==> src/rtl/mul_sched_if.sv <==
// EX-stage / ALU multiplier handshake bundle seen by the multiply scheduler.
// Latency: none, plain wires.
// Backpressure: exstall is the pipeline stall; alubusy is the ALU-side hold-off.
// Signals: ex_valid, ex_mul, ex_hilo_rd, ex_flush, ex_hold, alubusy (to scheduler);
//          alugo, exstall (from scheduler).
interface mul_sched_if;
    logic ex_valid;
    logic ex_mul;
    logic ex_hilo_rd;
    logic ex_flush;
    logic ex_hold;
    logic alubusy;
    logic alugo;
    logic exstall;

    // scheduler side
    modport slave (
        input  ex_valid, ex_mul, ex_hilo_rd, ex_flush, ex_hold, alubusy,
        output alugo, exstall
    );

    // pipeline/ALU side
    modport master (
        output ex_valid, ex_mul, ex_hilo_rd, ex_flush, ex_hold, alubusy,
        input  alugo, exstall
    );
endinterface

==> src/rtl/mul_sched.sv <==
// Issue/interlock controller for the ALU HI/LO multiplier, with watchdog and perf counters.
// Latency: alugo/exstall are combinational from inputs (zero cycles); state moves on phi2 edges.
// Backpressure: stalls EX for multiplies and HI/LO reads while the multiplier is not free.
// Ports: clk, rst (sync, active-high), phi2 (advance enable), bus (mul_sched_if.slave),
//        err (sticky watchdog flag), mulcnt (issued multiplies), stallcnt (stalled phi2 cycles).
module mul_sched #(
    parameter int CNTW    = 32,
    parameter int TIMEOUT = 15
) (
    input  logic            clk,
    input  logic            rst,
    input  logic            phi2,
    mul_sched_if.slave      bus,
    output logic            err,
    output logic [CNTW-1:0] mulcnt,
    output logic [CNTW-1:0] stallcnt
);
    localparam int WDW = $clog2(TIMEOUT + 1);

    typedef enum logic [1:0] {
        SYNC = 2'd0,
        IDLE = 2'd1,
        RUN  = 2'd2
    } state_t;

    state_t         state, state_nxt;
    logic [WDW-1:0] wd, wd_nxt;
    logic           err_set;
    logic           live, free, issue, stall;

    always_comb begin
        live  = bus.ex_valid & ~bus.ex_flush;
        free  = (state == IDLE) | ((state == RUN) & ~bus.alubusy);
        // Reset overrides everything, including a same-cycle issue.
        issue = ~rst & phi2 & free & live & bus.ex_mul & ~bus.ex_hold & ~bus.alubusy;
        stall = ~rst & live & (bus.ex_mul | bus.ex_hilo_rd) & ~free;

        bus.alugo   = issue;
        bus.exstall = stall;

        state_nxt = state;
        wd_nxt    = wd;
        err_set   = 1'b0;
        case (state)
            SYNC: begin
                // ALU has no reset: wait until it reports idle before trusting it.
                if (!bus.alubusy) begin
                    state_nxt = IDLE;
                    wd_nxt    = '0;
                end
            end
            IDLE: begin
                if (issue) begin
                    state_nxt = RUN;
                    wd_nxt    = '0;
                end
            end
            RUN: begin
                if (bus.alubusy) begin
                    if (wd == WDW'(TIMEOUT - 1)) begin
                        // This busy edge is the TIMEOUT-th one: give up and resync.
                        state_nxt = SYNC;
                        wd_nxt    = '0;
                        err_set   = 1'b1;
                    end else begin
                        wd_nxt = wd + 1'b1;
                    end
                end else begin
                    state_nxt = issue ? RUN : IDLE;
                    wd_nxt    = '0;
                end
            end
            default: begin
                state_nxt = SYNC;
                wd_nxt    = '0;
            end
        endcase
    end

    always_ff @(posedge clk) begin
        if (rst) begin
            state    <= SYNC;
            wd       <= '0;
            err      <= 1'b0;
            mulcnt   <= '0;
            stallcnt <= '0;
        end else if (phi2) begin
            state <= state_nxt;
            wd    <= wd_nxt;
            if (err_set) begin
                err <= 1'b1;
            end
            // Counters saturate at all-ones.
            if (issue && (mulcnt != {CNTW{1'b1}})) begin
                mulcnt <= mulcnt + 1'b1;
            end
            if (stall && (stallcnt != {CNTW{1'b1}})) begin
                stallcnt <= stallcnt + 1'b1;
            end
        end
    end
endmodule

==> src/flat_wrapper.sv <==
// flat-port wrapper written by rule: the top's interface ports become plain ports
module mul_sched_flat 
#(
    parameter int CNTW    = 32,
    parameter int TIMEOUT = 15
)
  (clk, rst, phi2, err, mulcnt, stallcnt, bus_ex_valid, bus_ex_mul, bus_ex_hilo_rd, bus_ex_flush, bus_ex_hold, bus_alubusy, bus_alugo, bus_exstall);
  mul_sched_if bus_i ();
  input  logic clk;
  input  logic rst;
  input  logic phi2;
  output logic err;
  output logic [CNTW-1:0] mulcnt;
  output logic [CNTW-1:0] stallcnt;
  input wire logic [$bits(bus_i.ex_valid)-1:0] bus_ex_valid;
  input wire logic [$bits(bus_i.ex_mul)-1:0] bus_ex_mul;
  input wire logic [$bits(bus_i.ex_hilo_rd)-1:0] bus_ex_hilo_rd;
  input wire logic [$bits(bus_i.ex_flush)-1:0] bus_ex_flush;
  input wire logic [$bits(bus_i.ex_hold)-1:0] bus_ex_hold;
  input wire logic [$bits(bus_i.alubusy)-1:0] bus_alubusy;
  output wire logic [$bits(bus_i.alugo)-1:0] bus_alugo;
  output wire logic [$bits(bus_i.exstall)-1:0] bus_exstall;
  assign bus_i.ex_valid = bus_ex_valid;
  assign bus_i.ex_mul = bus_ex_mul;
  assign bus_i.ex_hilo_rd = bus_ex_hilo_rd;
  assign bus_i.ex_flush = bus_ex_flush;
  assign bus_i.ex_hold = bus_ex_hold;
  assign bus_i.alubusy = bus_alubusy;
  assign bus_alugo = bus_i.alugo;
  assign bus_exstall = bus_i.exstall;
  mul_sched #(.CNTW(CNTW), .TIMEOUT(TIMEOUT)) u_core (.clk(clk), .rst(rst), .phi2(phi2), .bus(bus_i), .err(err), .mulcnt(mulcnt), .stallcnt(stallcnt));
endmodule
==> config.mk <==
export PLATFORM = sky130hd
export DESIGN_NAME = mul_sched_flat
export DESIGN_NICKNAME = d
export VERILOG_FILES = /design/src/rtl/mul_sched_if.sv /design/src/rtl/mul_sched.sv /design/src/flat_wrapper.sv
export SDC_FILE = /design/constraint.sdc
export NUM_CORES = 1
export LEC_CHECK = 0
export CORE_MARGIN = 1.5
export CORE_UTILIZATION = 35
export DETAILED_ROUTE_END_ITERATION = 10
export GPL_ROUTABILITY_DRIVEN = 0
export GPL_TIMING_DRIVEN = 1
export PLACE_DENSITY = 0.62
export SLEW_MARGIN = 10
export SYNTH_ARGS = -nofsm -noshare
export SYNTH_HDL_FRONTEND = slang
export SYNTH_SLANG_ARGS = --single-unit
export TNS_END_PERCENT = 5
==> constraint.sdc <==
create_clock -name clk -period 2.4 [get_ports clk]
set_input_delay 0.48 -clock clk [delete_from_list [all_inputs] [get_ports clk]]
set_output_delay 0.48 -clock clk [all_outputs]
set_load 0.005 [all_outputs]
After elaboration in Yosys (flattened, before gate mapping)
Index checks and enable logic that the tools add are counted.

storage, ports and cells
  input port bits = 9
  logic and storage cells = 56
  output and inout bits = 67
  bits in registers = 71

operators by class
  add/subtract/negate cells = 3
  reductions and logical operators = 8
  eq/ne operators = 8
  mux-type cells = 14
  bitwise gates (word level) = 18

operators with widths
  kind                     count
  $add A32 B1 Y32 const B  2
  $ne A32 B32 Y1 const B   2
  $mux W4                  4
  $pmux W4 S3              1
  $and A1 B1 Y1            11
  $mux W2                  5
  $pmux W2 S3              1
  $reduce_and A2 Y1        3
  $not A1 Y1               5
  $add A4 B1 Y4 const B    1
  $eq A4 B4 Y1 const B     1
  $reduce_and A4 Y1        1
  $mux W1                  3
  $ne A3 B3 Y1 const B     1
  $reduce_and A3 Y1        1
  $eq A2 B1 Y1 const B     1
  $eq A2 B2 Y1 const B     1
  $logic_and A1 B1 Y1      2
  $logic_not A2 Y1         1
  $ne A2 B1 Y1 const B     1
  $ne A2 B2 Y1 const B     1
  $or A1 B1 Y1             2

Depth between registers and ports, before layout
  word-level depth = 11
  mapped depth = 8
  gate-level depth less buffers = 6

Least setup slack after synthesis
OpenSTA, ideal clock, no wires.

  path type = input to register
  start point = input rst
  end point = register u_core.stallcnt[21]
  library setup time = 0.115 ns
  buffers on the path = 3
  stages = 8
  arrival time = 2.207 ns
  setup slack = 0.078 ns
  data required time = 2.285 ns
  cell sequence = buf_6 and4bb_1 o2111ai_1 or4_1 buf_2 buf_6 o31a_1 o21a_1

on the way
  cells in the longest elaborated chain, start to end = 6

RTL lines
  item                                RTL line            RTL
  from (decl)                         flat_wrapper.sv:10  input logic rst;
  $not A1 Y1                          mul_sched.sv:36     stall = ~rst & live & (bus.ex_mul | bus.ex_hilo_rd) & ~free;
  $and A1 B1 Y1 (3 in series)         mul_sched.sv:36
  $logic_and A1 B1 Y1                 mul_sched.sv:97     if (stall && (stallcnt != {CNTW{1'b1}})) begin
  $reduce_and A2 Y1 (no source line)  --
  to (signal assigned)                mul_sched.sv:98     stallcnt <= stallcnt + 1'b1;
  to (decl)                           mul_sched.sv:16     output logic [CNTW-1:0] stallcnt

Several ways; a longest one is shown, not always the timed one.
A chain may end at the register's enable or synchronous reset.

Worst setup path after layout
  start point = input bus_alubusy
  end point = output bus_exstall

on the way
  cells in the longest elaborated chain, start to end = 5

RTL lines
  item           RTL line            RTL
  from (decl)    flat_wrapper.sv:20  input wire logic [$bits(bus_i.alubusy)-1:0] bus_alubusy;
  $not A1 Y1     mul_sched.sv:33     free = (state == IDLE) | ((state == RUN) & ~bus.alubusy);
  $and A1 B1 Y1  mul_sched.sv:33
  $or A1 B1 Y1   mul_sched.sv:33
  $not A1 Y1     mul_sched.sv:36
  $and A1 B1 Y1  mul_sched.sv:36
  to (decl)      flat_wrapper.sv:22  output wire logic [$bits(bus_i.exstall)-1:0] bus_exstall;

No other way between the ends.

==> out/qor.txt <==
Layout Area Growth over Synthesis -> 46.3%
WP data arrival -> 2.04 ns
Cell Chain, Critical Path -> clkdlybuf4s50_1, or3b_4, o211ai_1, nor4b_2, clkdlybuf4s50_1
Req. time, crit path -> 1.92 ns
Final worst slack -> -0.117 ns
RSZ-0062 raised after global routing -> yes
Startpoint Class -> input pin
Synth top area share -> 38.3%
Max Clock Freq -> 0.397 GHz
DRC viols -> 0
Placed cell area -> 5130 sq um
Pins over their slew limit -> 0
Yosys warns -> 0
Largest net degree at the start of global routing -> 78
CP max stage delay -> 0.54 ns
Number of synthesized flops with an enable pin -> 0
Synth area leader -> dfxtp_1
Hold violation total from the final report -> 0
Iter 0 DRT Violations -> 156
Syn Std Cell Area -> 3710 sq um
Core area -> 10300 sq um
Critical path peak fanout -> 3
Asr flop ratio synth -> 0%
Post-route cell area -> 5430 sq um
Max-cap violations -> 0
Diodes inserted -> 0
Reg2Reg Capture Point -> u_core.stallcnt[19]
Worst VDD drop -> 275 uV
Switching power -> 0.000537 W
Reg power frac -> 52.1%
Port bufs -> 75
First-pass GRT wire length -> 17800 microns
Final Critical Period -> 2.52 ns
Routed vias/inst -> 5.56
Register area -> 1420 sq um
Crit-path slowest cell -> clkdlybuf4s50_1
Power Dens Cells -> 417 nW/um^2
Root Driver -> clkbuf_8
Clk pin slew, worst setup/hold paths -> 0.08 ns
Rows -> 37
Synth cell types -> 51
Simple-gate share of the synthesized area -> 30.5%
Worst slew pin tran -> 0.819 ns
Total track usage -> 19.3%
Average cell area after synthesis -> 8.43 sq um
Final HPWL from detailed placement -> 7660 microns
Ports -> 76
R2R Path Start -> u_core.state[1]
Clock buffer depth -> 2
CTS Buf Count -> 9
Initial antenna violation count -> 1
Post-layout util -> 52.6%
Cell mode on critical path -> clkdlybuf4s50_1
Synth area leaders -> dfxtp_1 38%, a21oi_1 5.9%, o31ai_1 4.5%
# fillers -> 969
Final setup fails -> 4
Mux contribution to synthesized area -> 3.27%
Reg2Reg Depth -> 6
Final period util -> 105%
Initial Utilization -> 35.9%
Num Clock Sinks -> 71
CP Capture Type -> output port
Crit. Startpoint -> bus_alubusy
Synth Area in XOR/XNOR -> 0.472%
Main synth FF type -> dfxtp_1
Post-Route WL -> 10700 microns
Crit path to -> bus_exstall
Final #Nets -> 597
Most frequent cells after synthesis -> 71 x dfxtp_1, 44 x a21oi_1, 29 x nand2_1
Worst reg-to-reg setup slack -> 0.09 ns
Switching Fraction -> 23.7%
Final Skew -> 0.0110 ns
H-tree levels -> 3
Static leakage -> 1.81 nW
Failing checks -> negative setup slack
Share of cells above drive strength 1 -> 22.8%
Detailed-route via count -> 4034
First drt pass iteration count -> 4
Compound-Gate Fraction of Synth Area -> 22.2%
Most common cell in the netlist -> dfxtp_1
Die Wd -> 106 microns
Multi-input logic area -> 2230 sq um
Hold Path Class -> in -> reg
Die Span Y -> 106 microns
Total grt overflow -> 0
Combinational share of power -> 4.6%
Synth Area in Adders -> 1.35%
Clock latency on the worst-skew pair -> 0.35 ns
CTS tree -> done
Largest family of logic cells by synthesized area -> simple AND/OR/NAND/NOR gates
Critical path class -> in -> out
Status -> complete, but fails checks
Post-Syn Instances -> 440
Seq/Total Area, Yosys -> 38.3%
Clk pwr share -> 43.3%
Mapped Nets -> 453
Antenna-violating nets left -> 0
Relative slew slack -> 45.4%
Routed len/inst -> 14.8 microns
Number of global-route vias before repair -> 3841
Seq cells post-synth -> 71
Internal power -> 0.00173 W
Full die area -> 11200 sq um
what timing repair did:
action / 4_1_cts / 5_1_grt
setup endpoints to repair: 18 / 32
pin swaps: 1 / 4
resized for setup: 6 / 17
hold buffers: 0 / 0
setup buffers: 1 / 0
flip-flops by register name (all words and copies together), names as in the netlist:
name	count
u_core.state	2
u_core.mulcnt	32
u_core.err	1
u_core.stallcnt	32
u_core.wd	4
metrics by stage:
stage	power (W)	hold slack (ns)	setup TNS, ns	instances	worst slack (ns)
final	0.00227	0.486	-0.319	725	-0.117
after global placement	0.00130	0.477	-10.48	708	-0.393
after CTS	0.00228	0.468	-0.657	725	-0.205
after detailed placement	0.00131	0.487	-14.04	708	-0.444
after floorplan	0.00126	0.465	0	440	0.0782
after global routing	0.00235	0.494	-1.13	725	-0.172
worst max-delay path, delay by kind of cell:
family,cells,cell delay [ns]
buf+inv,2,1.04
simple gates,2,0.42
compound gates,1,0.10
power by group through the flow:
stage / Sequential, W / Clock (W) / Combinational (W)
finish: 0.00118 / 0.000981 / 0.000104
global route: 0.00118 / 0.00105 / 0.000113
CTS: 0.00118 / 0.00100 / 0.000101
detailed placement: 0.00121 / 0 / 0.0000962
global placement: 0.00121 / 0 / 0.0000948
floorplan: 0.00121 / 0 / 0.0000518
worst min-delay path by stage:
stage	from	endpoint	cells after the start
4_1_cts	rst	u_core.state[1]	3
6_report	rst	u_core.state[1]	3
3_5_place_dp	u_core.err	u_core.err	2
5_1_grt	rst	u_core.state[1]	3
3_3_place_gp	u_core.mulcnt[9]	u_core.mulcnt[9]	1
2_1_floorplan	u_core.err	u_core.err	2
logic make-up after synthesis:
logic type               count (synthesis)
multiplexers                            11
buffers and inverters                   34
XOR/XNOR                                 2
flip-flops                              71
adder cells (fa/ha/maj)                  4
AND/OR/NAND/NOR                        190
AO/OA/AOI/OAI                          128
area by class of cell:
| type | count | share of cell area [%] |
|---|---|---|
| clock inverter | 6 | 1.11 |
| tap | 136 | 3.14 |
| multi-input combinational | 335 | 41.1 |
| inverter | 10 | 0.692 |
| timing repair buffer | 157 | 25.2 |
| sequential | 71 | 26.2 |
| clock buffer | 10 | 2.54 |
cells in the final DEF, fill, tap and decap left out, types with 3 or more instances in the layout:
| master | instances |
|---|---|
| or3_1 | 24 |
| o41ai_1 | 9 |
| nand3_1 | 21 |
| nand4_1 | 20 |
| mux2_2 | 9 |
| o311ai_0 | 4 |
| a21oi_1 | 42 |
| and3_1 | 4 |
| nor4_1 | 4 |
| nor2b_1 | 12 |
| nor3_2 | 3 |
| or4_1 | 20 |
| nor2_1 | 19 |
| inv_1 | 10 |
| buf_4 | 81 |
| dfxtp_1 | 71 |
| and4_1 | 8 |
| clkdlybuf4s50_1 | 73 |
| o21ai_0 | 25 |
| nand2_1 | 28 |
| o311ai_1 | 5 |
| o31ai_1 | 21 |
| clkinv_2 | 3 |
| clkbuf_8 | 10 |
| or2_2 | 9 |
| ha_1 | 4 |
layer usage:
metal	track usage, %	part of all wire, %	vias to the layer above	wire, microns
met5	0	0.12	-	13
met4	5.50	0.98	2	105
met3	5.09	4.6	13	491
met2	33.3	49	94	5230
met1	23.6	45	1921	4870
li1	-	-	2004	-
Power figures use the tool's default switching activity.
